File: src/rtl/memwb_stage.sv
// Memory-access stage and MEM/WB register; LWL/LWR merge support built only with `define MEMWB_LWLR_EN.
// ALU ops reach MEM/WB in 1 edge, loads/stores in 2+ edges; mem_stall holds EX/MEM until dmem_ack.
module memwb_stage #(
  parameter int ADDR_W = 32
) (
  input  logic              clk,
  input  logic              rst,
  input  logic              exmem_valid,
  input  logic [3:0]        exmem_op,
  input  logic [4:0]        exmem_rd_addr,
  input  logic [31:0]       exmem_alu_result,
  input  logic [31:0]       exmem_store_data,
  input  logic [31:0]       exmem_rt_data,
  output logic [3:0]        exmem_byte_en,
  output logic              dmem_req,
  output logic [ADDR_W-1:0] dmem_addr,
  output logic [3:0]        dmem_we,
  output logic [31:0]       dmem_wdata,
  input  logic              dmem_ack,
  input  logic [31:0]       dmem_rdata,
  output logic              mem_stall,
  output logic              mem_align_err,
  output logic [4:0]        memwb_rd_addr,
  output logic [3:0]        memwb_byte_en,
  output logic [31:0]       memwb_data
);

  localparam logic [3:0] OP_ALU = 4'd0;
  localparam logic [3:0] OP_LB  = 4'd1;
  localparam logic [3:0] OP_LBU = 4'd2;
  localparam logic [3:0] OP_LH  = 4'd3;
  localparam logic [3:0] OP_LHU = 4'd4;
  localparam logic [3:0] OP_LW  = 4'd5;
  localparam logic [3:0] OP_SB  = 4'd6;
  localparam logic [3:0] OP_SH  = 4'd7;
  localparam logic [3:0] OP_SW  = 4'd8;
`ifdef MEMWB_LWLR_EN
  localparam logic [3:0] OP_LWL = 4'd9;
  localparam logic [3:0] OP_LWR = 4'd10;
`endif

  typedef enum logic {IDLE, BUSY} state_t;

  state_t      state;
  logic [1:0]  k;
  logic        is_load;
  logic        is_store;
  logic        misaligned;
  logic        mem_go;
  logic        align_err_now;
  logic [3:0]  lane_mask;
  logic [3:0]  st_we;
  logic [31:0] st_wdata;

  logic [3:0]  op_q;
  logic [3:0]  be_q;
  logic [1:0]  k_q;
  logic [4:0]  rd_q;
  logic [7:0]  ld_byte;
  logic [15:0] ld_half;
  logic [31:0] ld_data;

  assign k = exmem_alu_result[1:0];

  always_comb begin
    is_load    = 1'b0;
    is_store   = 1'b0;
    misaligned = 1'b0;
    lane_mask  = 4'b0000;
    st_we      = 4'b0000;
    st_wdata   = exmem_store_data;
    case (exmem_op)
      OP_ALU: lane_mask = 4'b1111;
      OP_LB, OP_LBU: begin
        is_load   = 1'b1;
        lane_mask = 4'b1111;
      end
      OP_LH, OP_LHU: begin
        is_load    = 1'b1;
        lane_mask  = 4'b1111;
        misaligned = k[0];
      end
      OP_LW: begin
        is_load    = 1'b1;
        lane_mask  = 4'b1111;
        misaligned = (k != 2'd0);
      end
      OP_SB: begin
        is_store = 1'b1;
        st_we    = 4'b0001 << k;
        st_wdata = {4{exmem_store_data[7:0]}};
      end
      OP_SH: begin
        is_store   = 1'b1;
        misaligned = k[0];
        st_we      = k[1] ? 4'b1100 : 4'b0011;
        st_wdata   = {2{exmem_store_data[15:0]}};
      end
      OP_SW: begin
        is_store   = 1'b1;
        misaligned = (k != 2'd0);
        st_we      = 4'b1111;
      end
`ifdef MEMWB_LWLR_EN
      OP_LWL: begin
        is_load   = 1'b1;
        lane_mask = 4'b1111 << (2'd3 - k);
      end
      OP_LWR: begin
        is_load   = 1'b1;
        lane_mask = 4'b1111 >> k;
      end
`endif
      default: ;
    endcase
  end

  assign mem_go        = exmem_valid && (is_load || is_store) && !misaligned;
  assign align_err_now = exmem_valid && (is_load || is_store) && misaligned;
  assign exmem_byte_en = (exmem_valid && exmem_rd_addr != 5'd0 && !misaligned) ? lane_mask : 4'b0000;
  // Gated by rst so an abandoned access cannot keep the pipeline frozen.
  assign mem_stall     = !rst && ((state == IDLE && mem_go) || (state == BUSY && !dmem_ack));

`ifdef MEMWB_LWLR_EN
  logic [31:0] rt_q;
  logic [3:0]  mrg_mask;
  logic [31:0] mrg_src;
  logic [31:0] mrg_bits;
`else
  logic unused_rt;
  assign unused_rt = ^exmem_rt_data;
`endif

  always_comb begin
    ld_byte = 8'(dmem_rdata >> {k_q, 3'b000});
    ld_half = 16'(dmem_rdata >> {k_q[1], 4'b0000});
    ld_data = 32'd0;
    case (op_q)
      OP_LB:   ld_data = {{24{ld_byte[7]}}, ld_byte};
      OP_LBU:  ld_data = {24'd0, ld_byte};
      OP_LH:   ld_data = {{16{ld_half[15]}}, ld_half};
      OP_LHU:  ld_data = {16'd0, ld_half};
      OP_LW:   ld_data = dmem_rdata;
      default: ;
    endcase
`ifdef MEMWB_LWLR_EN
    // Lanes outside the partial-word window keep the old rt value.
    mrg_mask = (op_q == OP_LWL) ? (4'b1111 << ~k_q) : (4'b1111 >> k_q);
    mrg_src  = (op_q == OP_LWL) ? (dmem_rdata << {~k_q, 3'b000}) : (dmem_rdata >> {k_q, 3'b000});
    mrg_bits = {{8{mrg_mask[3]}}, {8{mrg_mask[2]}}, {8{mrg_mask[1]}}, {8{mrg_mask[0]}}};
    if (op_q == OP_LWL || op_q == OP_LWR)
      ld_data = (mrg_src & mrg_bits) | (rt_q & ~mrg_bits);
`endif
  end

  always_ff @(posedge clk or posedge rst) begin
    if (rst) begin
      state         <= IDLE;
      dmem_req      <= 1'b0;
      dmem_addr     <= '0;
      dmem_we       <= 4'b0000;
      dmem_wdata    <= 32'd0;
      mem_align_err <= 1'b0;
      memwb_rd_addr <= 5'd0;
      memwb_byte_en <= 4'b0000;
      memwb_data    <= 32'd0;
      op_q          <= 4'd0;
      be_q          <= 4'b0000;
      k_q           <= 2'd0;
      rd_q          <= 5'd0;
`ifdef MEMWB_LWLR_EN
      rt_q          <= 32'd0;
`endif
    end else begin
      mem_align_err <= 1'b0;
      case (state)
        IDLE: begin
          if (mem_go) begin
            state         <= BUSY;
            dmem_req      <= 1'b1;
            dmem_addr     <= {exmem_alu_result[ADDR_W-1:2], 2'b00};
            dmem_we       <= st_we;
            dmem_wdata    <= st_wdata;
            op_q          <= exmem_op;
            be_q          <= exmem_byte_en;
            k_q           <= k;
            rd_q          <= exmem_rd_addr;
`ifdef MEMWB_LWLR_EN
            rt_q          <= exmem_rt_data;
`endif
            memwb_rd_addr <= 5'd0;
            memwb_byte_en <= 4'b0000;
            memwb_data    <= 32'd0;
          end else begin
            memwb_rd_addr <= exmem_rd_addr;
            memwb_byte_en <= exmem_byte_en;
            memwb_data    <= exmem_alu_result;
            mem_align_err <= align_err_now;
          end
        end
        BUSY: begin
          if (dmem_ack) begin
            state         <= IDLE;
            dmem_req      <= 1'b0;
            dmem_we       <= 4'b0000;
            memwb_rd_addr <= rd_q;
            memwb_byte_en <= be_q;
            memwb_data    <= ld_data;
          end else begin
            memwb_rd_addr <= 5'd0;
            memwb_byte_en <= 4'b0000;
            memwb_data    <= 32'd0;
          end
        end
      endcase
    end
  end

endmodule

File: config.mk
export PLATFORM = sky130hd
export DESIGN_NAME = memwb_stage
export DESIGN_NICKNAME = d
export VERILOG_FILES = /design/src/rtl/memwb_stage.sv
export SDC_FILE = /design/constraint.sdc
export NUM_CORES = 1
export LEC_CHECK = 0
export BUFFER_PORTS_ARGS = -buffer_cell sky130_fd_sc_hd__buf_4
export CAP_MARGIN = 10
export CORE_UTILIZATION = 35
export CTS_CLUSTER_DIAMETER = 200
export DETAILED_ROUTE_END_ITERATION = 8
export MAX_ROUTING_LAYER = met4
export PLACE_DENSITY = 0.67
export REMOVE_ABC_BUFFERS = 1
export SLEW_MARGIN = 20
export SYNTH_ARGS = -nofsm -noshare
export SYNTH_HDL_FRONTEND = slang
export SYNTH_SLANG_ARGS = --single-unit
export TNS_END_PERCENT = 50
File: constraint.sdc
create_clock -name clk -period 5.5 [get_ports clk]
set_input_delay 1.375 -clock clk [delete_from_list [all_inputs] [get_ports clk]]
set_output_delay 1.375 -clock clk [all_outputs]
set_load 0.02 [all_outputs]
==> reports/metrics.csv <==
metric,value,unit
run status,finished clean,
Antenna Nets Post-Route,0,
M1 GR Usage,23.2,%
R2R Setup Slk,2.95,ns
Synth Warn #,0,
Resized cells post-CTS,0,
"Hold Vio Cnt, Final",0,
Placed Cells,881,
post-route setup TNS,0,ns
Non-Filler Instances,913,
total global routing track utilization,20.4,%
Root Driver,clkbuf_16,
"most common cell after layout, fill and taps aside",buf_4,
crit start category,primary input,
Power Total,4.39,mW
min cycle time layout,4.13,ns
post-synthesis cell type count,49,
sequential fraction of the synthesis area,51.1,%
most frequent cells in the layout,"buf_4, dfrtp_1, mux2_1",
Min Hold Slack,0.484,ns
core area,0.0161,mm^2
Slew Limit Fails,0,
crit path launch,exmem_op[0],
first-pass GRT wire length,25.2,mm
"Cell Area, Placed",0.00756,mm^2
Post-Syn Instances,480,
DRT iter0 DRCs,205,
drt wl/cell,18.0,um
routed vias,4708,
crit end category,primary output,
main combinational cell family by area after synthesis,multiplexers,
Critical Path AT,2.75,ns
CP max FO,17,
Port-buffer cells,222,
worst hold start,dmem_addr[14],
syn_area_per_cell,12.1,um^2
period utilization,75.0,%
DIE HEIGHT,131,um
Achievable Freq,0.242,GHz
PnR worst setup slack,1.37,ns
Worst-path clk slew,0.05,ns
clock tree buffer depth,2,
Setup WS pre-CTS,1.37,ns
Synth Area in XOR/XNOR,0.150,%
die area,0.0172,mm^2
Post-Layout Inst Area,0.00817,mm^2
n_diodes,0,
max cap viols,0,
reg-to-reg startpoint,state,
row cnt,46,
CTS tree,done,
RSZ-0062 raised after global routing,false,
Slew @ Worst Pin,1.05,ns
top cell type's share of synthesized area,51.1,%
routability cong.,0.818,
pwr/cell area,538,mW/mm^2
total CTS buffers,17,
area grow syn2layout,40.2,%
compound-cell area share of the yosys netlist,12.8,%
H-tree depth,4,
gr ovfl total,0,
global route hottest layer,met2,
"Hold-fix buffers, CTS",0,
vias in the first global route,4792,
dominant cell type by area after synthesis,dfrtp_1,
met3 Usage GRT,6.35,%
post-CTS setup buffers,0,
"Core Util, Final",50.8,%
Initial Util,36.3,%
ratio of cells with drive above 1 in the final layout,41.5,%
simple-gate portion of the synthesized area,7.97,%
clock skew,0.00917,ns
final WL,16.4,mm
synthesized cell area,0.00583,mm^2
nets,826,
initial antenna violation count,0,
mux cell area share after synthesis,22.6,%
residual DRC count,0,
via-per-instance ratio,5.16,
Final setup viols,0,
largest net degree at the start of global routing,81,
Ports,257,
Clock Latency Late Sink,0.41,ns
CTS sink cnt,119,
WP data required,4.12,ns
Initial DRT Pass Iterations,4,
Leak,3.86,nW
Adder-Cell Fraction of Synth Area,0,%
Synth area leaders,"dfrtp_1, mux2_1, mux2i_1, a22o_1, mux2_2",
Hold WC Path Type,register to register,
Slew HR,29.7,%
Die Wd,131,um
critical path type,primary input to primary output,
met2 Resource Use GR,33.9,%
post-detail-place hpwl,11.8,mm
Max VDD drop,0.245,mV
Seq cells post-synth,119,
==> cell families after synthesis <==
kind of cell | Yosys count
mux | 120
flops | 119
compound gates | 98
simple gates | 87
buf+inv | 54
xor+xnor | 1
other cells | 1
==> layout make-up <==
class	instances	area (um^2)
flip-flops and latches	119	2980
clock buffers	21	460
repair buffers	227	1710
multi-input cells	308	2570
fillers	1407	7890
well taps	216	270
inverters	12	50.0
clock inverters	10	128
==> registers in the layout, indices dropped and copies added, names as in the netlist <==
| name | count |
|---|---|
| op_q | 4 |
| memwb_byte_en | 1 |
| dmem_we | 4 |
| memwb_rd_addr | 5 |
| dmem_wdata | 32 |
| rd_q | 5 |
| k_q | 2 |
| mem_align_err | 1 |
| memwb_data | 32 |
| state | 1 |
| dmem_addr | 30 |
| dmem_req | 1 |
| be_q | 1 |
==> power breakdown <==
group / leakage (nW) / total, mW / switching (mW) / internal, mW
logic: 2.11 / 1.78 / 0.951 / 0.832
registers: 1.45 / 1.49 / 0.262 / 1.23
clock network: 0.292 / 1.12 / 0.389 / 0.728
total: 3.86 / 4.39 / 1.60 / 2.79
==> synthesized netlist by cell type (all sizes together) <==
cell / instances
xnor2: 1
nor4b: 2
and4b: 1
a211oi: 3
o21ba: 1
nand2b: 5
a21oi: 10
and3: 1
mux4: 1
nand3: 1
buf: 25
o41ai: 1
a2111o: 1
nand4b: 1
mux2: 82
nor4bb: 2
nor2b: 2
dfrtp: 119
o22a: 3
a221o: 1
clkbuf: 17
or4: 2
a21o: 3
a31oi: 3
inv: 12
nor3: 6
o2bb2ai: 1
nand2: 34
o211ai: 2
mux2i: 37
nand4bb: 1
conb: 1
and3b: 1
nor2: 18
or3b: 2
o31ai: 1
nand3b: 6
a211o: 8
a22o: 36
and2: 1
o21ai: 17
and4bb: 1
o221ai: 7
==> final timing paths <==
path	endpoint	cells after the start
setup / recovery	exmem_byte_en[0]	6
hold / removal	dmem_addr[14]	1
setup reg to reg	dmem_addr[10]	3
hold reg to reg	dmem_addr[14]	1
max in group asynchronous	dmem_addr[28]	3
min in group asynchronous	dmem_addr[6]	2
==> routing by layer <==
metal / part of all wire (%) / vias to the layer above
met4: 1.6 / 0
li1: - / 2162
met3: 9.5 / 20
met1: 41 / 2305
met2: 48 / 221
met5: 0 / -
==> critical path: stages <==
cell and delay, ns:
buf_4 0.20, nor4b_2 0.49, o21ai_1 0.25, nand2_1 0.16, nor2_1 0.09, buf_4 0.18
No activity file was read; power rests on OpenSTA's default activity.
